File: src/rtl/acc_datapath.sv
// Averaging datapath: captures memory words, accumulates groups of eight with
// saturation, commits group averages into a four-entry result bank.
module acc_datapath #(
    parameter int DATA_W = 8
) (
    input  logic              Clock,
    input  logic              Reset,
    input  logic [DATA_W-1:0] DataIn,
    input  logic              Load,
    input  logic              Transfer,
    input  logic              Clear,
    input  logic              WriteEnable,
    input  logic              Ready,
    input  logic [1:0]        ResultSel,
    output logic [DATA_W-1:0] DataOut,
    output logic [DATA_W+2:0] Sum,
    output logic [3:0]        SampleCount,
    output logic [DATA_W-1:0] ResultOut,
    output logic [2:0]        ResultCount,
    output logic              Done,
    output logic              Error
);

    localparam int ACC_W   = DATA_W + 3;
    localparam int GROUP_N = 8;
    localparam int BANK_N  = 4;

    logic [DATA_W-1:0] opnd_q, opnd_d;
    logic [ACC_W-1:0]  acc_q, acc_d;
    logic [3:0]        cnt_q, cnt_d;
    logic [2:0]        rc_q, rc_d;
    logic              done_q, done_d;
    logic              err_q, err_d;
    logic [DATA_W-1:0] bank_q [BANK_N];
    logic [DATA_W-1:0] bank_d [BANK_N];
    logic [ACC_W:0]    acc_raw;

    // Carry out of the extended sum marks overflow; clamp to all ones.
    function automatic logic [ACC_W-1:0] sat_acc(input logic [ACC_W:0] raw);
        if (raw[ACC_W]) return {ACC_W{1'b1}};
        return raw[ACC_W-1:0];
    endfunction

    assign acc_raw = {1'b0, acc_q} + (ACC_W+1)'(opnd_q);

    always_comb begin
        opnd_d = opnd_q;
        acc_d  = acc_q;
        cnt_d  = cnt_q;
        rc_d   = rc_q;
        done_d = done_q;
        err_d  = err_q;
        bank_d = bank_q;

        if (Load) opnd_d = DataIn;

        // Clear is active-low and beats a simultaneous Transfer.
        if (!Clear) begin
            acc_d = '0;
            cnt_d = '0;
        end else if (Transfer) begin
            acc_d = sat_acc(acc_raw);
            if (cnt_q != 4'(GROUP_N)) cnt_d = cnt_q + 4'd1;
            if (cnt_q == 4'(GROUP_N) || acc_raw[ACC_W]) err_d = 1'b1;
        end

        if (WriteEnable) begin
            if (cnt_q != 4'(GROUP_N) || rc_q == 3'(BANK_N)) err_d = 1'b1;
            if (rc_q < 3'(BANK_N)) begin
                bank_d[rc_q[1:0]] = DataOut;
                rc_d              = rc_q + 3'd1;
            end
        end

        // Clear-low after a finished run restarts the result sequence.
        if (!Clear && done_q) begin
            done_d = 1'b0;
            rc_d   = '0;
        end else if (Ready) begin
            done_d = 1'b1;
        end
    end

    always_ff @(posedge Clock) begin
        if (Reset) begin
            opnd_q <= '0;
            acc_q  <= '0;
            cnt_q  <= '0;
            rc_q   <= '0;
            done_q <= 1'b0;
            err_q  <= 1'b0;
            bank_q <= '{default: '0};
        end else begin
            opnd_q <= opnd_d;
            acc_q  <= acc_d;
            cnt_q  <= cnt_d;
            rc_q   <= rc_d;
            done_q <= done_d;
            err_q  <= err_d;
            bank_q <= bank_d;
        end
    end

    assign DataOut     = acc_q[ACC_W-1:3];
    assign Sum         = acc_q;
    assign SampleCount = cnt_q;
    assign ResultOut   = bank_q[ResultSel];
    assign ResultCount = rc_q;
    assign Done        = done_q;
    assign Error       = err_q;

endmodule

File: config.mk
export PLATFORM = sky130hd
export DESIGN_NAME = acc_datapath
export DESIGN_NICKNAME = d
export VERILOG_FILES = /design/src/rtl/acc_datapath.sv
export SDC_FILE = /design/constraint.sdc
export NUM_CORES = 1
export LEC_CHECK = 0
export BUFFER_PORTS_ARGS = -buffer_cell sky130_fd_sc_hd__buf_4
export CAP_MARGIN = 0
export CORE_MARGIN = 2
export CORE_UTILIZATION = 33
export DETAILED_ROUTE_END_ITERATION = 10
export GPL_TIMING_DRIVEN = 0
export PLACE_DENSITY = 0.51
export RECOVER_POWER = 100
export SLEW_MARGIN = 15
export SYNTH_ARGS = -nofsm -noshare
export SYNTH_HDL_FRONTEND = slang
export SYNTH_SLANG_ARGS = --single-unit
File: constraint.sdc
create_clock -name Clock -period 3.5 [get_ports Clock]
set_clock_uncertainty 0.2 [all_clocks]
set_input_delay 0.175 -clock Clock [delete_from_list [all_inputs] [get_ports Clock]]
set_output_delay 0.175 -clock Clock [all_outputs]
set_load 0.05 [all_outputs]
Word level (Yosys, flattened, before mapping)
Cells that the tools add are included.
{"block": "word_totals", "regBits": 60, "inputBits": 17, "output_inout_bits": 36, "wordCells": 48}
{"block": "classes", "n_addsub": 3, "order_cmp": 4, "n_eq_ne": 3, "muxes": 16, "bitwise": 3, "n_reduce_logical": 9}
{"op": "32-bit bitwise mux", "count": 1}
{"op": "8-bit 2-to-1 mux", "count": 3}
{"op": "11-bit 2-to-1 mux", "count": 2}
{"op": "8-bit binary-select mux with 2-bit select", "count": 1}
{"op": "8-bit demux with 2-bit select", "count": 1}
{"op": "11-bit by 8-bit adder with 12-bit output", "count": 1}
{"op": "1-bit 2-to-1 mux", "count": 8}
{"op": "3-bit >= comparator (second input constant)", "count": 2}
{"op": "2-bit inverter with 3-bit output", "count": 2}
{"op": "4-bit by 1-bit adder with 4-bit output (second input constant)", "count": 1}
{"op": "4-bit == test (second input constant)", "count": 1}
{"op": "4-bit inequality test (second input constant)", "count": 1}
{"op": "2-bit AND reduction", "count": 2}
{"op": "2-bit OR reduction", "count": 2}
{"op": "3-bit by 1-bit adder with 3-bit output (second input constant)", "count": 1}
{"op": "3-bit == test (second input constant)", "count": 1}
{"op": "3-bit by 1-bit less-than comparator with 1-bit output (second input constant)", "count": 1}
{"op": "3-bit less-than comparator (second input constant)", "count": 1}
{"op": "1-bit logical AND", "count": 2}
{"op": "1-bit logical OR", "count": 2}
{"op": "1-bit zero test", "count": 1}
{"op": "1-bit inverter", "count": 1}

Depth between registers and ports, before layout
{"block": "depth", "word_depth": 7, "depth_mapped": 7, "mapped_depth_nobuf": 7}

Worst setup path after synthesis
OpenSTA, ideal clock, no wires.
{"block": "synth_path", "path_kind": "register -> register", "start": "reg acc_q[0] (netlist: Sum[0])", "end": "reg acc_q[10] (netlist: Sum[10])", "setup_time_ps": 79, "arrival_ps": 2172, "t_required_ps": 3221, "path_slack_ps": 1049, "path_stages_with_launch": 8, "n_path_buf": 0, "synth_period_minus_slack_ps": 2451, "path_cell_list": "dfxtp_1 > ha_1 > fa_1 > a21oi_2 > o22ai_1 > o41a_1 > and4_4 > a211oi_2"}
{"block": "synth_via", "elab_chain_cells": 5}
{"element": "from (decl)", "line_no": "29", "source": "logic [ACC_W-1:0] acc_q, acc_d;"}
{"element": "from (signal assigned)", "line_no": "87", "source": "acc_q <= '0;"}
{"element": "from (signal assigned)", "line_no": "95", "source": "acc_q <= acc_d;"}
{"element": "11-bit by 8-bit adder with 12-bit output (*)", "line_no": "44", "source": "assign acc_raw = {1'b0, acc_q} + (ACC_W+1)'(opnd_q);"}
{"element": "1-bit 2-to-1 mux", "line_no": "40", "source": "if (raw[ACC_W]) return {ACC_W{1'b1}};"}
{"element": "1-bit 2-to-1 mux", "line_no": "61", "source": "end else if (Transfer) begin"}
{"element": "1-bit 2-to-1 mux", "line_no": "58", "source": "if (!Clear) begin"}
{"element": "11-bit 2-to-1 mux (*)", "line_no": "41", "source": "return raw[ACC_W-1:0];"}
Every way passes the cells marked *; elsewhere a longest branch is shown, timed or not. The select of a mux whose other input is x is not followed.
A chain may end at the register's enable or synchronous reset.

Worst setup path after layout
{"block": "layout_path", "start": "reg acc_q[6] (netlist: Sum[6])", "end": "reg acc_q[6] (netlist: Sum[6])"}
The elaborated chain is that of the path after synthesis.

==> results.yml <==
routing:
  wl_per_cell_um: 15.0
  drt_wl_total_um: 7630
  drt_pre_antenna_iters: 4
  drt_iter0_drc: 99
  vias: 2528
  via_per_inst: 4.97
  drc: 0
  drt.antenna.violating_nets: 0
clocking:
  htreeDepth: 3
  cts_root_buffer: "clkbuf_8"
  cts_resized: 0
  clock_latency_ns: 0.34
  clkTransAtPathRegs_ns: 0.06
  cts_tree: "built"
  clk_path_buf_depth: 2
  clock_sinks: 60
  cts_buffers: 9
  cts_setup_buffers: 0
  cts_hold_buf: 11
synthesis:
  synth-edff-count: 0
  netlist_top_cells_area: "dfxtp_1 (41%), a21oi_1 (6.5%), mux4_2 (6.2%)"
  ys_async_sr_fraction: 0
  synth_top_area_frac: 0.413
  postSynthAreaPerCell_um2: 8.93
  synth-warning-count: 0
  synth.distinct_cells: 39
  syn_nets: 358
  yosysTopAreaCell: "dfxtp_1"
  seq_area_frac_synth: 0.413
  ys_ff_latch: 60
  synth_top_flop_cell: "dfxtp_1"
  syn_area_um2: 2910
  synthCells: 326
critical_path:
  start_kind: "register"
  rr_worst_depth: 6
  critPathSlowestCell: "o211ai_1"
  end_kind: "register"
  crit_chain: "ha_1, a211oi_1, o22ai_1, o211ai_1, o22ai_1, o21bai_1"
  r2r_start: "Sum[6]$_SDFFE_PP0P_"
  arrival_ns: 2.67
  max_stage_delay_ns: 0.72
  timing.rr.end: "Sum[6]$_SDFFE_PP0P_"
  cp_common_cell: "o22ai_1"
  crit_family: "compound AO/OA/AOI/OAI gates"
  rrSetupSlack_ns: 0.86
  path_buf_inv: 0
  crit_required_ns: 3.53
  critPathMaxFanout: 10
  path_class: "reg2reg"
power_and_ir_drop:
  intPower_mw: 1.18
  power.share.combinational: 0.122
  clockPowerShare: 0.434
  total_power_mw: 1.61
  ir_drop_mv: 0.270
  pwr_density_cell_nw_per_um2: 450
  sequentialPowerShare: 0.444
  sw_frac_of_total: 0.268
  power.switching_mw: 0.432
  leakage_nw: 1.31
global_route:
  grt_usage: 0.167
  grt_pass1_wl_um: 12600
  grt_pass1_vias: 2458
  overflow: 0
  grt_max_degree: 11
  grt_antenna_before_repair: 0
floorplanning:
  die_area_um2: 9590
  ios: 53
  start_util: 0.337
  dieWidth_um: 97.9
  coreArea_um2: 8640
  placementRows: 34
  dieHeight_um: 97.9
sta:
  max_slew.worst_pin.slew_ns: 0.878
  fmax_ghz: 0.379
  slew_violations: 0
  slew_headroom: 0.412
  setup_viol: 0
  worst_slack_ns: 0.863
  final-hold-violation-count: 0
  fin_crit_ns: 2.64
  rsz0062_at_grt: "false"
  tns_ns: 0
  fin_crit_sh: 0.754
  whs_ns: 0.0522
placement:
  place.gp.congestion: 0.814
  pre_cts_ws_ns: 1.15
  dp_hpwl_um: 5240
  place_area_um2: 3410
  port_buffers: 48
min_path:
  hp-class: "in2reg"
  hp-start: "Transfer"
  holdPathStages: 4
  hold_path_end: "Sum[8]$_SDFFE_PP0P_"
layout:
  fin_nets: 428
  final_common_cell: "dfxtp_1"
  antennaDiodeCount: 0
  drive_gt1_frac: 0.132
  design_area_um2: 3570
  final_cell_mix: "dfxtp_1 (60), clkbuf_1 (56), a21oi_1 (39), nand2_1 (39), nand3_1 (35)"
  syn_to_final_growth_pct: 22.8
run:
  cap_viol_max_count: 0
run_status:
  status: "finished clean"
[area by class of cell]
type                    instances  area, um2
fillers                       920       5060
repair buffers                 59        332
clock inverters                 5       75.1
multi-input cells             225       1500
well taps                     108        135
plain buffers                  30        149
inverters                      11       41.3
clock buffers                  11        141
flip-flops and latches         60       1200
[routing by layer]
metal | GRT usage | wire [um]
met3 | 0.0429 | 318
met4 | 0.0513 | 85
met2 | 0.284 | 3830
met5 | 0 | 0
met1 | 0.207 | 3400
[power groups by stage]
stage | combinational (mW) | sequential [mW] | clock (mW)
2_1_floorplan | 0.108 | 0.755 | 0
3_3_place_gp | 0.197 | 0.731 | 0
3_5_place_dp | 0.199 | 0.732 | 0
4_1_cts | 0.210 | 0.716 | 0.713
5_1_grt | 0.216 | 0.718 | 0.742
6_report | 0.196 | 0.715 | 0.698
[worst max-delay path by stage]
stage          cells after the start                start              endpoint
6_report                           6  Sum[6]$_SDFFE_PP0P_   Sum[6]$_SDFFE_PP0P_
5_1_grt                            6  Sum[6]$_SDFFE_PP0P_   Sum[6]$_SDFFE_PP0P_
4_1_cts                            7  Sum[0]$_SDFFE_PP0P_  Sum[10]$_SDFFE_PP0P_
3_5_place_dp                       7  Sum[0]$_SDFFE_PP0P_  Sum[10]$_SDFFE_PP0P_
3_3_place_gp                       7  Sum[0]$_SDFFE_PP0P_  Sum[10]$_SDFFE_PP0P_
2_1_floorplan                      7  Sum[0]$_SDFFE_PP0P_  Sum[10]$_SDFFE_PP0P_
[registers in the layout (all words and copies together), names as in the netlist]
signal       flops
Done             1
Error            1
ResultCount      3
SampleCount      4
Sum             11
bank_q          32
opnd_q           8
[metrics by stage]
step,std cells,util
floorplan,326,-
global placement,482,0.395
detailed placement,482,0.395
CTS,509,0.432
global route,509,0.414
finish,509,0.414
[Yosys cell counts, types with 2 or more instances]
library cell and n:
dfxtp_1 60, nand2_1 39, a21oi_1 38, nand3_1 35, nor2_1 28, clkbuf_1 16, ha_1 14, inv_1 11
buf_4 9, mux2i_1 8, mux4_2 8, a311oi_1 7, xnor2_1 7, buf_2 4, xor2_1 4, a211oi_2 3
a21o_1 3, o21ai_0 3, o21ai_1 3, o22ai_1 3, a21oi_2 2, nand2b_1 2, nor2b_1 2, o21bai_1 2
[tightest hold or removal path: cells and delay by family]
family / cells / cell delay [ns]
and+or+nand+nor: 1 / 0.11
buffers and inverters: 2 / 0.21
AOI/OAI and AO/OA: 1 / 0.05
[cells by family (layout without fill, tap and decap cells)]
group,after synthesis,count (layout),share of synthesized area
mux,16,16,0.0894
simple gates,113,113,0.176
compound gates,70,70,0.156
fa+ha+maj,15,15,0.0670
buf+inv,41,116,0.0662
xor+xnor,11,11,0.0331
flops,60,60,0.413
(Power assumes the default switching activity.)
